==> src/rtl/intc_nto1_sel_pipe.sv <==
// Pipelined N-to-1 interrupt priority selector for a single CPU.
// A binary max-tree reduces NSRC {valid, pri, vec} leaves to one winner,
// with stage registers after every REG_STRIDE-th tree level and always at
// the output. irq_o compares the winning priority against imask_i.
// Optional feature macro: INTC_SEL_HOLD_EN (freeze pri_o/vec_o/irq_o while
// an interrupt is presented until ack_i).
module intc_nto1_sel_pipe #(
  parameter int unsigned NSRC       = 32,
  parameter int unsigned PRI_DW     = 4,
  parameter int unsigned VEC_DW     = 8,
  parameter int unsigned VEC_BASE   = 64,
  parameter int unsigned REG_STRIDE = 2
) (
  input  logic                     clk,
  input  logic                     rst_n,
  input  logic [NSRC-1:0]          req_i,
  input  logic [NSRC*PRI_DW-1:0]   pri_i,
  input  logic [PRI_DW-1:0]        imask_i,
  input  logic                     ack_i,
  output logic                     irq_o,
  output logic [PRI_DW-1:0]        pri_o,
  output logic [VEC_DW-1:0]        vec_o,
  output logic                     valid_o
);

  localparam int unsigned LEVELS = $clog2(NSRC);
  localparam int unsigned NLEAF  = 1 << LEVELS;
  localparam int unsigned NNODE  = 2 * NLEAF - 1;
  // Heap layout: node 0 is the root, children of n are 2n+1 and 2n+2,
  // leaves occupy LEAF0 .. NNODE-1 with leaf j holding source j.
  localparam int unsigned LEAF0  = NLEAF - 1;

  // c_* is a node's combinational result, o_* the same after its optional register.
  logic [NNODE-1:0]  c_v;
  logic [NNODE-1:0]  o_v;
  logic [PRI_DW-1:0] c_p   [NNODE];
  logic [PRI_DW-1:0] o_p   [NNODE];
  logic [VEC_DW-1:0] c_vec [NNODE];
  logic [VEC_DW-1:0] o_vec [NNODE];

  for (genvar n = 0; n < NNODE; n++) begin : g_node
    localparam int unsigned Depth = $clog2(n + 2) - 1;
    localparam int unsigned Lvl   = LEVELS - Depth;

    if (n >= LEAF0) begin : g_leaf
      localparam int unsigned Src = n - LEAF0;
      if (Src < NSRC) begin : g_real
        // Only a pending source with nonzero priority competes.
        assign c_v[n]   = req_i[Src] && (pri_i[Src*PRI_DW +: PRI_DW] != '0);
        assign c_p[n]   = c_v[n] ? pri_i[Src*PRI_DW +: PRI_DW] : '0;
        assign c_vec[n] = c_v[n] ? VEC_DW'(VEC_BASE + Src) : '0;
      end else begin : g_pad
        assign c_v[n]   = 1'b0;
        assign c_p[n]   = '0;
        assign c_vec[n] = '0;
      end
    end else begin : g_cmp
      localparam int unsigned Left  = 2 * n + 1;
      localparam int unsigned Right = 2 * n + 2;
      logic take_r;
      // Invalid nodes always carry pri 0, so a strict compare both picks the
      // valid side and resolves ties toward the lower (left) index.
      assign take_r   = o_v[Right] && (o_p[Right] > o_p[Left]);
      assign c_v[n]   = o_v[Left] || o_v[Right];
      assign c_p[n]   = take_r ? o_p[Right] : o_p[Left];
      assign c_vec[n] = take_r ? o_vec[Right] : o_vec[Left];
    end

    // The root level is registered by the output stage below.
    if (Lvl > 0 && Lvl < LEVELS && (Lvl % REG_STRIDE) == 0) begin : g_reg
      logic              v_q;
      logic [PRI_DW-1:0] p_q;
      logic [VEC_DW-1:0] vec_q;

      // Mid-tree pipeline register for this node.
      always_ff @(posedge clk or negedge rst_n) begin
        if (!rst_n) begin
          v_q   <= 1'b0;
          p_q   <= '0;
          vec_q <= '0;
        end else begin
          v_q   <= c_v[n];
          p_q   <= c_p[n];
          vec_q <= c_vec[n];
        end
      end

      assign o_v[n]   = v_q;
      assign o_p[n]   = p_q;
      assign o_vec[n] = vec_q;
    end else begin : g_pass
      assign o_v[n]   = c_v[n];
      assign o_p[n]   = c_p[n];
      assign o_vec[n] = c_vec[n];
    end
  end

  logic              valid_d, valid_q;
  logic              irq_d, irq_q;
  logic [PRI_DW-1:0] pri_d, pri_q;
  logic [VEC_DW-1:0] vec_d, vec_q;

  // Output stage next-state: root result plus mask compare, optionally held.
  always_comb begin
    valid_d = o_v[0];
    pri_d   = o_p[0];
    vec_d   = o_vec[0];
    irq_d   = o_v[0] && (o_p[0] > imask_i);
`ifdef INTC_SEL_HOLD_EN
    // The tree keeps running; only the presented interrupt is frozen.
    if (irq_q && !ack_i) begin
      pri_d = pri_q;
      vec_d = vec_q;
      irq_d = 1'b1;
    end
`endif
  end

  // Final pipeline stage driving the CPU interface.
  always_ff @(posedge clk or negedge rst_n) begin
    if (!rst_n) begin
      valid_q <= 1'b0;
      irq_q   <= 1'b0;
      pri_q   <= '0;
      vec_q   <= '0;
    end else begin
      valid_q <= valid_d;
      irq_q   <= irq_d;
      pri_q   <= pri_d;
      vec_q   <= vec_d;
    end
  end

`ifndef INTC_SEL_HOLD_EN
  logic unused_ack;
  assign unused_ack = ack_i;
`endif

  assign valid_o = valid_q;
  assign irq_o   = irq_q;
  assign pri_o   = pri_q;
  assign vec_o   = vec_q;

endmodule

==> config.mk <==
export PLATFORM = sky130hd
export DESIGN_NAME = intc_nto1_sel_pipe
export DESIGN_NICKNAME = d
export VERILOG_FILES = /design/src/rtl/intc_nto1_sel_pipe.sv
export SDC_FILE = /design/constraint.sdc
export NUM_CORES = 1
export LEC_CHECK = 0
export CORE_ASPECT_RATIO = 0.6
export CORE_MARGIN = 2
export CORE_UTILIZATION = 58
export DETAILED_ROUTE_END_ITERATION = 8
export GPL_TIMING_DRIVEN = 1
export PLACE_DENSITY = 0.88
export SLEW_MARGIN = 20
export SYNTH_ARGS = -nofsm -noshare
export SYNTH_HDL_FRONTEND = slang
export SYNTH_SLANG_ARGS = --single-unit
export TNS_END_PERCENT = 30
==> constraint.sdc <==
create_clock -name clk -period 7.41 [get_ports clk]
set_input_delay 1.482 -clock clk [delete_from_list [all_inputs] [get_ports clk]]
set_output_delay 1.482 -clock clk [all_outputs]
set_load 0.03 [all_outputs]
==> impl_results.rst, run 1 <==
.. list-table::
   :header-rows: 1

   * - Metric
     - Value
   * - Status
     - finished, final reports clean
   * - Vias per cell
     - 5.62
   * - Crit path DAT
     - 5.03 ns
   * - Die span in y
     - 101 um
   * - Simple-gate area share of the yosys netlist
     - 0.139
   * - Summed instance area of the synthesized netlist
     - 9040 um^2
   * - Standby leakage power
     - 5.42 nW
   * - Share of final-layout standard cells stronger than drive strength 1
     - 0.103
   * - Most frequent standard cell in the layout excluding fill and tap cells
     - clkdlybuf4s50_1
   * - Predominant post-synthesis flop cell
     - dfrtp_1
   * - Worst Tran Pin Value
     - 0.844 ns
   * - Fraction of the mapped netlist area in compound gates
     - 0.164
   * - Antenna viol nets, final
     - 0
   * - DP HPWL
     - 17.5 mm
   * - Post-detailed-route wirelength per cell
     - 16.1 um
   * - Final cycle utilization of the critical path
     - 0.647
   * - Top cell family by delay on the critical path
     - compound AO/OA/AOI/OAI gates
   * - Post-synthesis register bit count
     - 96
   * - Overall die area
     - 16600 um^2
   * - Cell type with the highest aggregate area in the netlist
     - dfrtp_1
   * - Asr flop ratio synth
     - 1.00
   * - Crit Path Max Fanout
     - 7
   * - Standard cell with the maximum stage delay on the critical path
     - clkdlybuf4s50_1
   * - Synthesized netlist cell count
     - 918
   * - TritonCTS buffer count
     - 9
   * - Pwr Total
     - 2.67 mW
   * - XOR/XNOR share of the synthesized area
     - 0
   * - Total routing usage reported by global routing
     - 0.260
   * - Clock tree from TritonCTS
     - done
   * - Most frequent cells in the layout
     - clkdlybuf4s50_1, inv_1, ha_1, mux2i_1, dfrtp_1
   * - Worst setup slack after layout
     - 2.62 ns
   * - Number of top-level pins
     - 181
   * - Number of flops mapped to enable cells by yosys
     - 0
   * - Final Instance Count excl. Fillers
     - 1305
   * - Initial detailed-routing violation count
     - 368
   * - Worst relative slew slack
     - 0.437
   * - Share of Yosys cell area claimed by the top area cell type
     - 0.266
   * - Category of the critical setup timing path
     - input pin to register
   * - Count of final setup violators
     - 0
   * - Skew-Pair Late Insertion Delay
     - 0.34 ns
   * - Total of cells resized after clock tree synthesis
     - 0
   * - Total negative slack for setup checks
     - 0 ns
   * - Initial core utilization
     - 0.591
   * - Synth top area cells
     - dfrtp_1, ha_1, mux2i_1
   * - Maximum vdd ir drop
     - 0.208 mV
   * - Horizontal die dimension
     - 165 um
   * - Number of global-route vias before repair
     - 7309
   * - Number of buffers inserted by post-CTS setup repair
     - 0
   * - Main combinational cell family by area after synthesis
     - multiplexers
   * - Hold buffer count at CTS
     - 0
   * - Wire length of the first global-routing pass
     - 34.7 mm
   * - Number of endpoints with negative hold slack in the final report
     - 0
   * - Fraction of synthesized area in multiplexers
     - 0.185
   * - Highest achievable clock rate
     - 0.209 GHz
   * - Required time reported for the critical path endpoint
     - 7.64 ns
   * - Unrepaired setup endpoints after global routing
     - false
   * - H-tree depth
     - 3
   * - Final estimated routing congestion in global placement
     - 0.889
   * - Largest stage delay, worst path
     - 0.54 ns
   * - Number of input and output port buffers inserted
     - 177
   * - Kind of end point of the critical path
     - register
   * - Total congestion overflow after global routing
     - 0
   * - Final Slew Violations
     - 0
   * - Type of element launching the critical path
     - input pin
   * - Critical path, cell by cell
     - clkdlybuf4s50_1, and2_1, inv_1, ha_1, nor2b_1, o211ai_1, a21oi_2, mux2i_1, inv_1, ha_1, nor2b_1, o21a_1, o21a_1, o211ai_4, mux2_2
   * - Fraction of the yosys area taken by sequential cells
     - 0.266
   * - Detailed-route via count
     - 7336
   * - Total routed wirelength
     - 21.0 mm
   * - Antenna violations before repair
     - 0
   * - Min Clock Period, post-route
     - 4.79 ns
   * - Maximum buffer depth of the clock tree
     - 2
   * - Post-synthesis average cell area
     - 9.85 um^2
   * - # nets final
     - 1392
   * - Detailed Routing Iterations Pass 1
     - 5
   * - Count of inserted antenna diode cells
     - 0
   * - Clock sinks
     - 96
   * - Clock slew at the register clock pins of the worst setup and hold paths
     - 0.07 ns
   * - Std-Cell Core Area
     - 15300 um^2
   * - Cell count after placement
     - 1289
   * - Number of max-cap violations
     - 0
   * - Synthesis-to-layout area growth
     - 24.7%
   * - Class of the tightest hold or removal check
     - register to register
   * - Power density of the placed cells
     - 237 nW/um^2
   * - Cell at the root of the clock tree
     - clkbuf_16
   * - Pin count of the biggest net entering global routing
     - 71
   * - Synth warn
     - 0
   * - Worst slack at placement
     - 2.26 ns
   * - CP bufs+invs
     - 3
   * - Worst clock skew on the final layout
     - 0.00903 ns
   * - Post-Synth Adder-Cell Area
     - 0.177
   * - DRC violation count after routing
     - 0
   * - Row count
     - 35
   * - Fraction of the core area covered by cells at the end of the flow
     - 0.738
   * - Number of unique standard cell types used by synthesis
     - 45
[per-layer routing]
layer | global-route usage | part of all wire | vias to the layer above
met2 | 0.395 | 0.42 | 203
met1 | 0.395 | 0.51 | 3456
li1 | - | - | 3653
met3 | 0.0420 | 0.057 | 24
met4 | 0.0448 | 0.0093 | 0
met5 | 0 | 0 | -
[power breakdown]
part	switching, mW	internal (mW)	leakage (nW)
combinational	0.780	0.681	4.10
sequential	0.0666	0.665	1.18
clock	0.212	0.268	0.149
[worst register-to-register path, delay by kind of cell (launching register included)]
| family | cells | cell delay [ns] |
|---|---|---|
| adders and majority gates | 2 | 0.61 |
| AOI/OAI and AO/OA | 3 | 0.67 |
| DFF | 1 | 0.41 |
| muxes | 2 | 0.61 |
| buffers and inverters | 2 | 0.16 |
| and+or+nand+nor | 4 | 0.77 |
[logic make-up after synthesis]
group                    count (synthesis)
adder cells (fa/ha/maj)                128
other                                    1
AND/OR/NAND/NOR                        230
flip-flops                              96
AO/OA/AOI/OAI                          159
multiplexers                           155
buffers and inverters                  149
[sequential cells by signal, summed over array words and instances, names as in the netlist]
| name | cells |
|---|---|
| g_node.g_reg.p_q | 40 |
| g_node.g_reg.vec_q | 34 |
| g_node.g_reg.v_q | 10 |
| vec_o | 6 |
| pri_o | 4 |
| irq_o | 1 |
| valid_o | 1 |
[final timing paths]
path                                                  endpoint                              start  depth (start not counted)  slack, ns
min                              g_node[2].g_reg.v_q$_DFF_PN0_     g_node[11].g_reg.v_q$_DFF_PN0_                          1       0.45
max reg2reg                 g_node[2].g_reg.vec_q[2]$_DFF_PN0_  g_node[13].g_reg.p_q[1]$_DFF_PN0_                         13       4.10
min reg2reg                      g_node[2].g_reg.v_q$_DFF_PN0_     g_node[11].g_reg.v_q$_DFF_PN0_                          1       0.45
min in group asynchronous  g_node[11].g_reg.vec_q[4]$_DFF_PN0_                              rst_n                          1       1.04
max in group asynchronous   g_node[9].g_reg.vec_q[1]$_DFF_PN0_                              rst_n                          2       5.22
max                        g_node[12].g_reg.vec_q[0]$_DFF_PN0_                          req_i[22]                         15       2.62
[layout make-up]
class	count	area (um^2)
Tap cell	203	254
Inverter	138	518
Clock inverter	7	83.8
Multi-Input combinational cell	674	6010
Sequential cell	96	2400
Timing Repair Buffer	178	1780
Fill cell	1106	4010
Clock buffer	9	225
[cells in the mapped netlist, types with 7 or more instances]
cell and instances:
buf_6 8, dfrtp_1 96, o211ai_1 20, nor2_2 7, and2_1 85, nor2_1 12, mux2i_1 118, a21oi_4 9
nor2b_1 27, o22ai_1 16, a41o_1 10, inv_1 138, ha_1 128, mux2_2 16, nand3_1 12, a21oi_1 33
mux2_4 19, o41ai_2 20, nand2_1 59, nand4_1 11
[per-stage QoR]
step	area, um^2	hold slack (ns)
floorplan	9040	0.408
global placement	11000	0.434
detailed placement	11000	0.434
CTS	11300	0.444
global route	11300	0.452
finish	11300	0.448
Power figures use the tool's default switching activity.
==> run 2: changes to the inputs <==
--- a/config.mk
+++ b/config.mk
@@ -7,10 +7,10 @@
 export LEC_CHECK = 0
 export CORE_ASPECT_RATIO = 0.6
 export CORE_MARGIN = 2
-export CORE_UTILIZATION = 58
+export CORE_UTILIZATION = 48
 export DETAILED_ROUTE_END_ITERATION = 8
 export GPL_TIMING_DRIVEN = 1
-export PLACE_DENSITY = 0.88
+export PLACE_DENSITY = 0.78
 export SLEW_MARGIN = 20
 export SYNTH_ARGS = -nofsm -noshare
 export SYNTH_HDL_FRONTEND = slang
==> constraint.sdc (replaced) <==
create_clock -name clk -period 4.1 [get_ports clk]
set_input_delay 0.82 -clock clk [delete_from_list [all_inputs] [get_ports clk]]
set_output_delay 0.82 -clock clk [all_outputs]
set_load 0.03 [all_outputs]
==> impl_results.rst, run 2 (synthesis gave the netlist of run 1 again) <==
.. list-table::
   :header-rows: 1

   * - Metric
     - Value
   * - Status
     - finished, final reports clean
   * - Clock tree from TritonCTS
     - done
   * - Crit path DAT
     - 4.10 ns (-0.93 ns)
   * - Multi-input logic area
     - 6010 um^2 (unchanged)
   * - H-tree depth
     - 3 (unchanged)
   * - Cell at the root of the clock tree
     - clkbuf_16
   * - Comb pwr share
     - 0.553 (+0.006)
   * - Synthesis-to-layout area growth
     - 28.0%
   * - Std-Cell Core Area
     - 18300 um^2 (+19%)
   * - Total routing usage reported by global routing
     - 0.218 (-0.0424)
   * - Sw Share
     - 0.388 (-0.00807)
   * - Total of cells resized after clock tree synthesis
     - 0 (unchanged)
   * - Min Clock Period, post-route
     - 3.86 ns
   * - Category of the critical setup timing path
     - input pin to register
   * - Required time reported for the critical path endpoint
     - 4.34 ns (-3.30 ns)
   * - DRC violation count after routing
     - 0 (unchanged)
   * - Row count
     - 38 (+8.6%)
   * - Final Slew Violations
     - 0 (unchanged)
   * - Clock sinks
     - 96 (unchanged)
   * - Die span in y
     - 110 um (+9.5%)
   * - Total routed wirelength
     - 21.4 mm (+2.0%)
   * - Clock slew at the register clock pins of the worst setup and hold paths
     - 0.07 ns (about the same)
   * - Hold buffer count at CTS
     - 0 (unchanged)
   * - Worst clock skew on the final layout
     - 0.00638 ns (-0.00265 ns)
   * - Worst R2R Setup Slack
     - 0.90 ns (-3.20 ns)
   * - Regs by FF count
     - g_node.g_reg.p_q (40), g_node.g_reg.vec_q (34), g_node.g_reg.v_q (10)
   * - CP bufs+invs
     - 4 (+1)
   * - Critical path, cell by cell
     - clkdlybuf4s50_1, and2_1, inv_1, ha_1, nor2b_1, o211ai_1, a21o_1, mux2i_1, inv_1, ha_1, nand3_1, o22ai_1, o221a_2, buf_4, mux2i_1
   * - Kind of end point of the critical path
     - register
   * - Number of top-level pins
     - 181 (unchanged)
   * - Skew-Pair Late Insertion Delay
     - 0.34 ns (about the same)
   * - Standby leakage power
     - 5.59 nW (+3.0%)
   * - Detailed Routing Iterations Pass 1
     - 4 (-1)
   * - Detailed-route via count
     - 7333 (-0.041%)
   * - Hold path cells
     - 1 (unchanged)
   * - Final std cell area, no fill
     - 11600 um^2 (+2.6%)
   * - Initial core utilization
     - 0.495 (-0.0964)
   * - Capturing point of the worst reg2reg path
     - g_node[2].g_reg.vec_q[1]$_DFF_PN0_
   * - Cells on worst reg2reg path
     - 13 (unchanged)
   * - Antenna viol nets, final
     - 0 (unchanged)
   * - Placed Area
     - 11300 um^2 (+2.7%)
   * - Unrepaired setup endpoints after global routing
     - false
   * - Worst Tran Pin Value
     - 0.954 ns (+0.110 ns)
   * - Net switching power
     - 1.89 mW (+79%)
   * - Final estimated routing congestion in global placement
     - 0.888 (-0.15%)
   * - Power density of the placed cells
     - 422 nW/um^2 (+78%)
   * - Launching instance or port of the critical path
     - req_i[30]
   * - Horizontal die dimension
     - 181 um (+9.7%)
   * - Register with the most flip-flops
     - g_node.g_reg.p_q
   * - Class of the tightest hold or removal check
     - register to register
   * - Number of input and output port buffers inserted
     - 177 (unchanged)
   * - Number of endpoints with negative hold slack in the final report
     - 0 (unchanged)
   * - Register share of total power
     - 0.271 (-0.003)
   * - Clock network fraction of design power
     - 0.177 (-0.003)
   * - Number of buffers inserted by post-CTS setup repair
     - 0 (unchanged)
   * - # fillers
     - 1490 (+35%)
   * - TritonCTS buffer count
     - 9 (unchanged)
   * - # nets final
     - 1425 (+2.4%)
   * - Worst relative slew slack
     - 0.364 (-0.0733)
   * - Standard cell with the maximum stage delay on the critical path
     - clkdlybuf4s50_1
   * - Largest stage delay, worst path
     - 0.53 ns (about the same)
   * - Worst hold slack
     - 0.470 ns (+0.0225 ns)
   * - Most frequent standard cell in the layout excluding fill and tap cells
     - clkdlybuf4s50_1
   * - Number of max-cap violations
     - 0 (unchanged)
   * - Post-detailed-route wirelength per cell
     - 15.6 um (-3.2%)
   * - Total congestion overflow after global routing
     - 0 (unchanged)
   * - Crit Path Max Fanout
     - 5 (-2)
   * - Launch point of the worst hold path
     - g_node[7].g_reg.v_q$_DFF_PN0_
   * - Type of element launching the critical path
     - input pin
   * - Final cycle utilization of the critical path
     - 0.941
   * - Number of global-route vias before repair
     - 7267 (-0.57%)
   * - Maximum vdd ir drop
     - 0.263 mV (+27%)
   * - Antenna violations before repair
     - 0 (unchanged)
   * - Sink of the worst hold path
     - g_node[1].g_reg.v_q$_DFF_PN0_
   * - Maximum buffer depth of the clock tree
     - 2 (unchanged)
   * - Count of final setup violators
     - 0 (unchanged)
   * - Initial detailed-routing violation count
     - 324 (-12%)
   * - Count of inserted antenna diode cells
     - 0 (unchanged)
   * - Launch instance of the worst register-to-register path
     - g_node[13].g_reg.p_q[1]$_DFF_PN0_
   * - Pint
     - 2.99 mW (+85%)
   * - Highest achievable clock rate
     - 0.259 GHz
   * - Most frequent cells in the layout
     - clkdlybuf4s50_1, inv_1, ha_1, mux2i_1, dfrtp_1
   * - Wire length of the first global-routing pass
     - 35.3 mm (+1.8%)
   * - Overall die area
     - 20000 um^2 (+20%)
   * - Pin count of the biggest net entering global routing
     - 80 (+13%)
   * - Share of final-layout standard cells stronger than drive strength 1
     - 0.129 (+0.0261)
   * - Storage element area
     - 2400 um^2 (unchanged)
   * - Top cell family by delay on the critical path
     - compound AO/OA/AOI/OAI gates
   * - DP HPWL
     - 18.2 mm (+3.8%)
   * - Max reg flops
     - 40 (unchanged)
   * - Vias per cell
     - 5.33 (-5.1%)
==> run 2: worst max path at each step <==
stage	end	slack [ns]	cells after the start
floorplan	g_node[12].g_reg.vec_q[0]$_DFF_PN0_	0.51	13
global placement	g_node[13].g_reg.vec_q[0]$_DFF_PN0_	0.04	14
detailed placement	g_node[12].g_reg.p_q[3]$_DFF_PN0_	-0.09	15
CTS	g_node[12].g_reg.p_q[3]$_DFF_PN0_	0.26	15
global route	g_node[10].g_reg.vec_q[3]$_DFF_PN0_	0.02	15
finish	g_node[14].g_reg.p_q[2]$_DFF_PN0_	0.24	15
==> run 2: final cells by class <==
class                           instances  area share
Clock inverter                          6     0.00627
Multi-Input combinational cell        674       0.520
Clock buffer                           10      0.0207
Inverter                              138      0.0448
Sequential cell                        96       0.208
Tap cell                              240      0.0260
Timing Repair Buffer                  211       0.175
==> run 2: power groups by stage <==
stage | Clock [mW] | Combinational [mW] | Sequential [mW]
final | 0.863 | 2.70 | 1.32
after global placement | 0 | 2.61 | 1.33
after floorplan | 0 | 1.85 | 1.37
after detailed placement | 0 | 2.69 | 1.33
after global routing | 0.928 | 2.99 | 1.34
after CTS | 0.876 | 2.70 | 1.32
==> run 2: routing by layer <==
metal / GRT usage / share of wire / vias to the layer above
li1: - / - / 3715
met1: 0.342 / 0.56 / 3420
met2: 0.320 / 0.39 / 185
met3: 0.0289 / 0.050 / 13
met4: 0.0360 / 0.0069 / 0
met5: 0 / 0 / -
==> run 2: metrics by stage <==
stage / utilization / instances / total power, mW / setup TNS (ns) / worst slack, ns
detailed placement: 0.617 / 1359 / 4.02 / -0.778 / -0.0929
global placement: 0.617 / 1359 / 3.94 / 0 / 0.0360
finish: 0.634 / 1375 / 4.88 / 0 / 0.243
CTS: 0.634 / 1375 / 4.89 / 0 / 0.262
floorplan: - / 919 / 3.22 / 0 / 0.513
global route: 0.634 / 1375 / 5.26 / 0 / 0.0184
==> run 3: changes to the inputs <==
--- a/config.mk
+++ b/config.mk
@@ -7,10 +7,10 @@
 export LEC_CHECK = 0
 export CORE_ASPECT_RATIO = 0.6
 export CORE_MARGIN = 2
-export CORE_UTILIZATION = 48
+export CORE_UTILIZATION = 53
 export DETAILED_ROUTE_END_ITERATION = 8
 export GPL_TIMING_DRIVEN = 1
-export PLACE_DENSITY = 0.78
+export PLACE_DENSITY = 0.84
 export SLEW_MARGIN = 20
 export SYNTH_ARGS = -nofsm -noshare
 export SYNTH_HDL_FRONTEND = slang
==> constraint.sdc (replaced) <==
create_clock -name clk -period 3.9 [get_ports clk]
set_input_delay 0.78 -clock clk [delete_from_list [all_inputs] [get_ports clk]]
set_output_delay 0.78 -clock clk [all_outputs]
set_load 0.03 [all_outputs]
==> impl_results.rst, run 3 (synthesis gave the netlist of run 1 again) <==
.. list-table::
   :header-rows: 1

   * - Metric
     - Value
   * - Status
     - finished, final reports clean
   * - Unrepaired setup endpoints after global routing
     - true
   * - Regs by FF count
     - g_node.g_reg.p_q (40), g_node.g_reg.vec_q (34), g_node.g_reg.v_q (10)
   * - DP HPWL
     - 18.7 mm (+2.8%)
   * - Worst slack at placement
     - -0.205 ns (-0.112 ns)
   * - Clock network fraction of design power
     - 0.180 (+0.003)
   * - Initial detailed-routing violation count
     - 523 (+61%)
   * - Worst relative slew slack
     - 0.396 (+0.0318)
   * - Die span in y
     - 105 um (-4.7%)
   * - Skew-Pair Late Insertion Delay
     - 0.34 ns (about the same)
   * - Maximum buffer depth of the clock tree
     - 2 (unchanged)
   * - Worst clock skew on the final layout
     - 0.0104 ns (+0.00400 ns)
   * - Vias per cell
     - 5.40 (+1.3%)
   * - Sw Share
     - 0.382 (-0.00622)
   * - Std-Cell Core Area
     - 16400 um^2 (-10%)
   * - Horizontal die dimension
     - 173 um (-4.7%)
   * - # fillers
     - 1168 (-22%)
   * - Maximum vdd ir drop
     - 0.386 mV (+47%)
   * - Number of input and output port buffers inserted
     - 177 (unchanged)
   * - Final estimated routing congestion in global placement
     - 0.913 (+2.8%)
   * - Comb pwr share
     - 0.558 (+0.005)
   * - Detailed-route via count
     - 7765 (+5.9%)
   * - Hold buffer count at CTS
     - 0 (unchanged)
   * - Crit path DAT
     - 4.04 ns (-0.06 ns)
   * - Share of final-layout standard cells stronger than drive strength 1
     - 0.197 (+0.0681)
   * - Total routing usage reported by global routing
     - 0.243 (+0.0257)
   * - Pin count of the biggest net entering global routing
     - 75 (-6.3%)
   * - Crit Path Max Fanout
     - 5 (unchanged)
   * - Register share of total power
     - 0.262 (-0.009)
   * - Post-detailed-route wirelength per cell
     - 15.3 um (-1.6%)
   * - Register with the most flip-flops
     - g_node.g_reg.p_q
   * - Count of inserted antenna diode cells
     - 0 (unchanged)
   * - Worst Tran Pin Value
     - 0.906 ns (-0.0476 ns)
   * - Number of top-level pins
     - 181 (unchanged)
   * - Clock tree from TritonCTS
     - done
   * - Most frequent cells in the layout
     - clkdlybuf4s50_1, inv_1, ha_1, buf_4, mux2i_1
   * - Required time reported for the critical path endpoint
     - 4.15 ns (-0.19 ns)
   * - Max reg flops
     - 40 (unchanged)
   * - Wire length of the first global-routing pass
     - 36.5 mm (+3.2%)
   * - Count of final setup violators
     - 0 (unchanged)
   * - Min Clock Period, post-route
     - 3.80 ns
   * - Clock slew at the register clock pins of the worst setup and hold paths
     - 0.07 ns (about the same)
   * - Detailed Routing Iterations Pass 1
     - 5 (+1)
   * - Synthesis-to-layout area growth
     - 34.9%
   * - Most frequent standard cell in the layout excluding fill and tap cells
     - clkdlybuf4s50_1
   * - Critical path, cell by cell
     - clkdlybuf4s50_1, and2_4, inv_1, ha_1, nor2b_1, o211ai_1, a21oi_4, mux2i_2, inv_1, ha_1, nand3_1, o22ai_2, o22ai_2, nor2_2, buf_4, mux2i_2
   * - Overall die area
     - 18200 um^2 (-9.2%)
   * - Row count
     - 36 (-5.3%)
   * - Clock sinks
     - 96 (unchanged)
   * - Cell at the root of the clock tree
     - clkbuf_16
   * - Highest achievable clock rate
     - 0.263 GHz
   * - Kind of end point of the critical path
     - register
   * - Final cycle utilization of the critical path
     - 0.973
   * - DRC violation count after routing
     - 0 (unchanged)
   * - Standby leakage power
     - 5.97 nW (+6.9%)
   * - # nets final
     - 1500 (+5.3%)
   * - Number of endpoints with negative hold slack in the final report
     - 0 (unchanged)
   * - Final Slew Violations
     - 0 (unchanged)
   * - Pwr Total
     - 5.30 mW (+8.6%)
   * - Total routed wirelength
     - 22.0 mm (+2.9%)
   * - Type of element launching the critical path
     - input pin
   * - Class of the tightest hold or removal check
     - register to register
   * - TritonCTS buffer count
     - 9 (unchanged)
   * - Number of global-route vias before repair
     - 7592 (+4.5%)
   * - Total congestion overflow after global routing
     - 0 (unchanged)
   * - Antenna violations before repair
     - 0 (unchanged)
   * - CP bufs+invs
     - 4 (unchanged)
   * - Standard cell with the maximum stage delay on the critical path
     - clkdlybuf4s50_1
   * - Category of the critical setup timing path
     - input pin to register
   * - H-tree depth
     - 3 (unchanged)
   * - Top cell family by delay on the critical path
     - buffers and inverters
   * - Net switching power
     - 2.02 mW (+6.9%)
   * - Power density of the placed cells
     - 434 nW/um^2 (+3.0%)
   * - Number of max-cap violations
     - 0 (unchanged)
   * - Pint
     - 3.28 mW (+9.7%)
   * - Antenna viol nets, final
     - 0 (unchanged)
   * - Worst setup slack after layout
     - 0.105 ns (-0.138 ns)
   * - Initial core utilization
     - 0.550 (+0.0547)
   * - Largest stage delay, worst path
     - 0.52 ns (about the same)
## run 3: cell type report
type | instances | area [um^2] | share of cell area
multi-input cells | 674 | 6070 | 0.498
repair buffers | 286 | 2590 | 0.213
flip-flops and latches | 96 | 2400 | 0.197
inverters | 138 | 518 | 0.0425
well taps | 228 | 285 | 0.0234
clock buffers | 9 | 225 | 0.0185
clock inverters | 7 | 101 | 0.00831
## run 3: metal layers
metal,track usage,up-vias,share of wire
met5,0,-,0
met4,0.0403,0,0.0067
met3,0.0382,13,0.051
met2,0.362,200,0.41
met1,0.374,3689,0.53
li1,-,3863,-
## run 3: worst reg2reg max path: cells and delay by family, from the launching register on
kind / cells / cell delay [ns]
compound gates: 3 / 0.67
fa+ha+maj: 2 / 0.60
buf+inv: 2 / 0.14
flops: 1 / 0.40
mux: 2 / 0.57
simple gates: 4 / 0.76
## run 3: power groups by stage
stage / Combinational, mW / Clock, mW / Sequential, mW
finish: 2.96 / 0.953 / 1.39
global route: 3.24 / 1.01 / 1.41
CTS: 2.92 / 0.969 / 1.39
detailed placement: 2.89 / 0 / 1.40
global placement: 2.80 / 0 / 1.40
floorplan: 1.95 / 0 / 1.44
## run 3: stage by stage
stage          hold slack (ns)  utilization  cells  TNS, ns  area [um^2]
5_1_grt                  0.467        0.742   1438   -0.206        12200
2_1_floorplan            0.408            -    919        0         9040
6_report                 0.461        0.742   1438        0        12200
3_5_place_dp             0.442        0.716   1417    -5.66        11800
4_1_cts                  0.461        0.736   1433        0        12100
3_3_place_gp             0.441        0.716   1417    -1.22        11800
## run 3: path summary, 6_finish.rpt
check | from | to | slack (ns) | cells after the start
min in group asynchronous | rst_n | g_node[12].g_reg.p_q[3]$_DFF_PN0_ | 0.57 | 1
max in group asynchronous | rst_n | g_node[13].g_reg.vec_q[1]$_DFF_PN0_ | 2.48 | 2
setup / recovery | req_i[2] | g_node[7].g_reg.p_q[1]$_DFF_PN0_ | 0.10 | 16
setup reg to reg | g_node[13].g_reg.p_q[1]$_DFF_PN0_ | g_node[2].g_reg.p_q[2]$_DFF_PN0_ | 0.68 | 13
hold reg to reg | g_node[11].g_reg.v_q$_DFF_PN0_ | g_node[2].g_reg.v_q$_DFF_PN0_ | 0.46 | 1
hold / removal | g_node[11].g_reg.v_q$_DFF_PN0_ | g_node[2].g_reg.v_q$_DFF_PN0_ | 0.46 | 1
## run 3: repair_timing
action,in CTS,in global routing
hold endpoints to repair,0,0
setup buffers,0,5
endpoints found under the setup margin,0,25
resized for setup,0,19
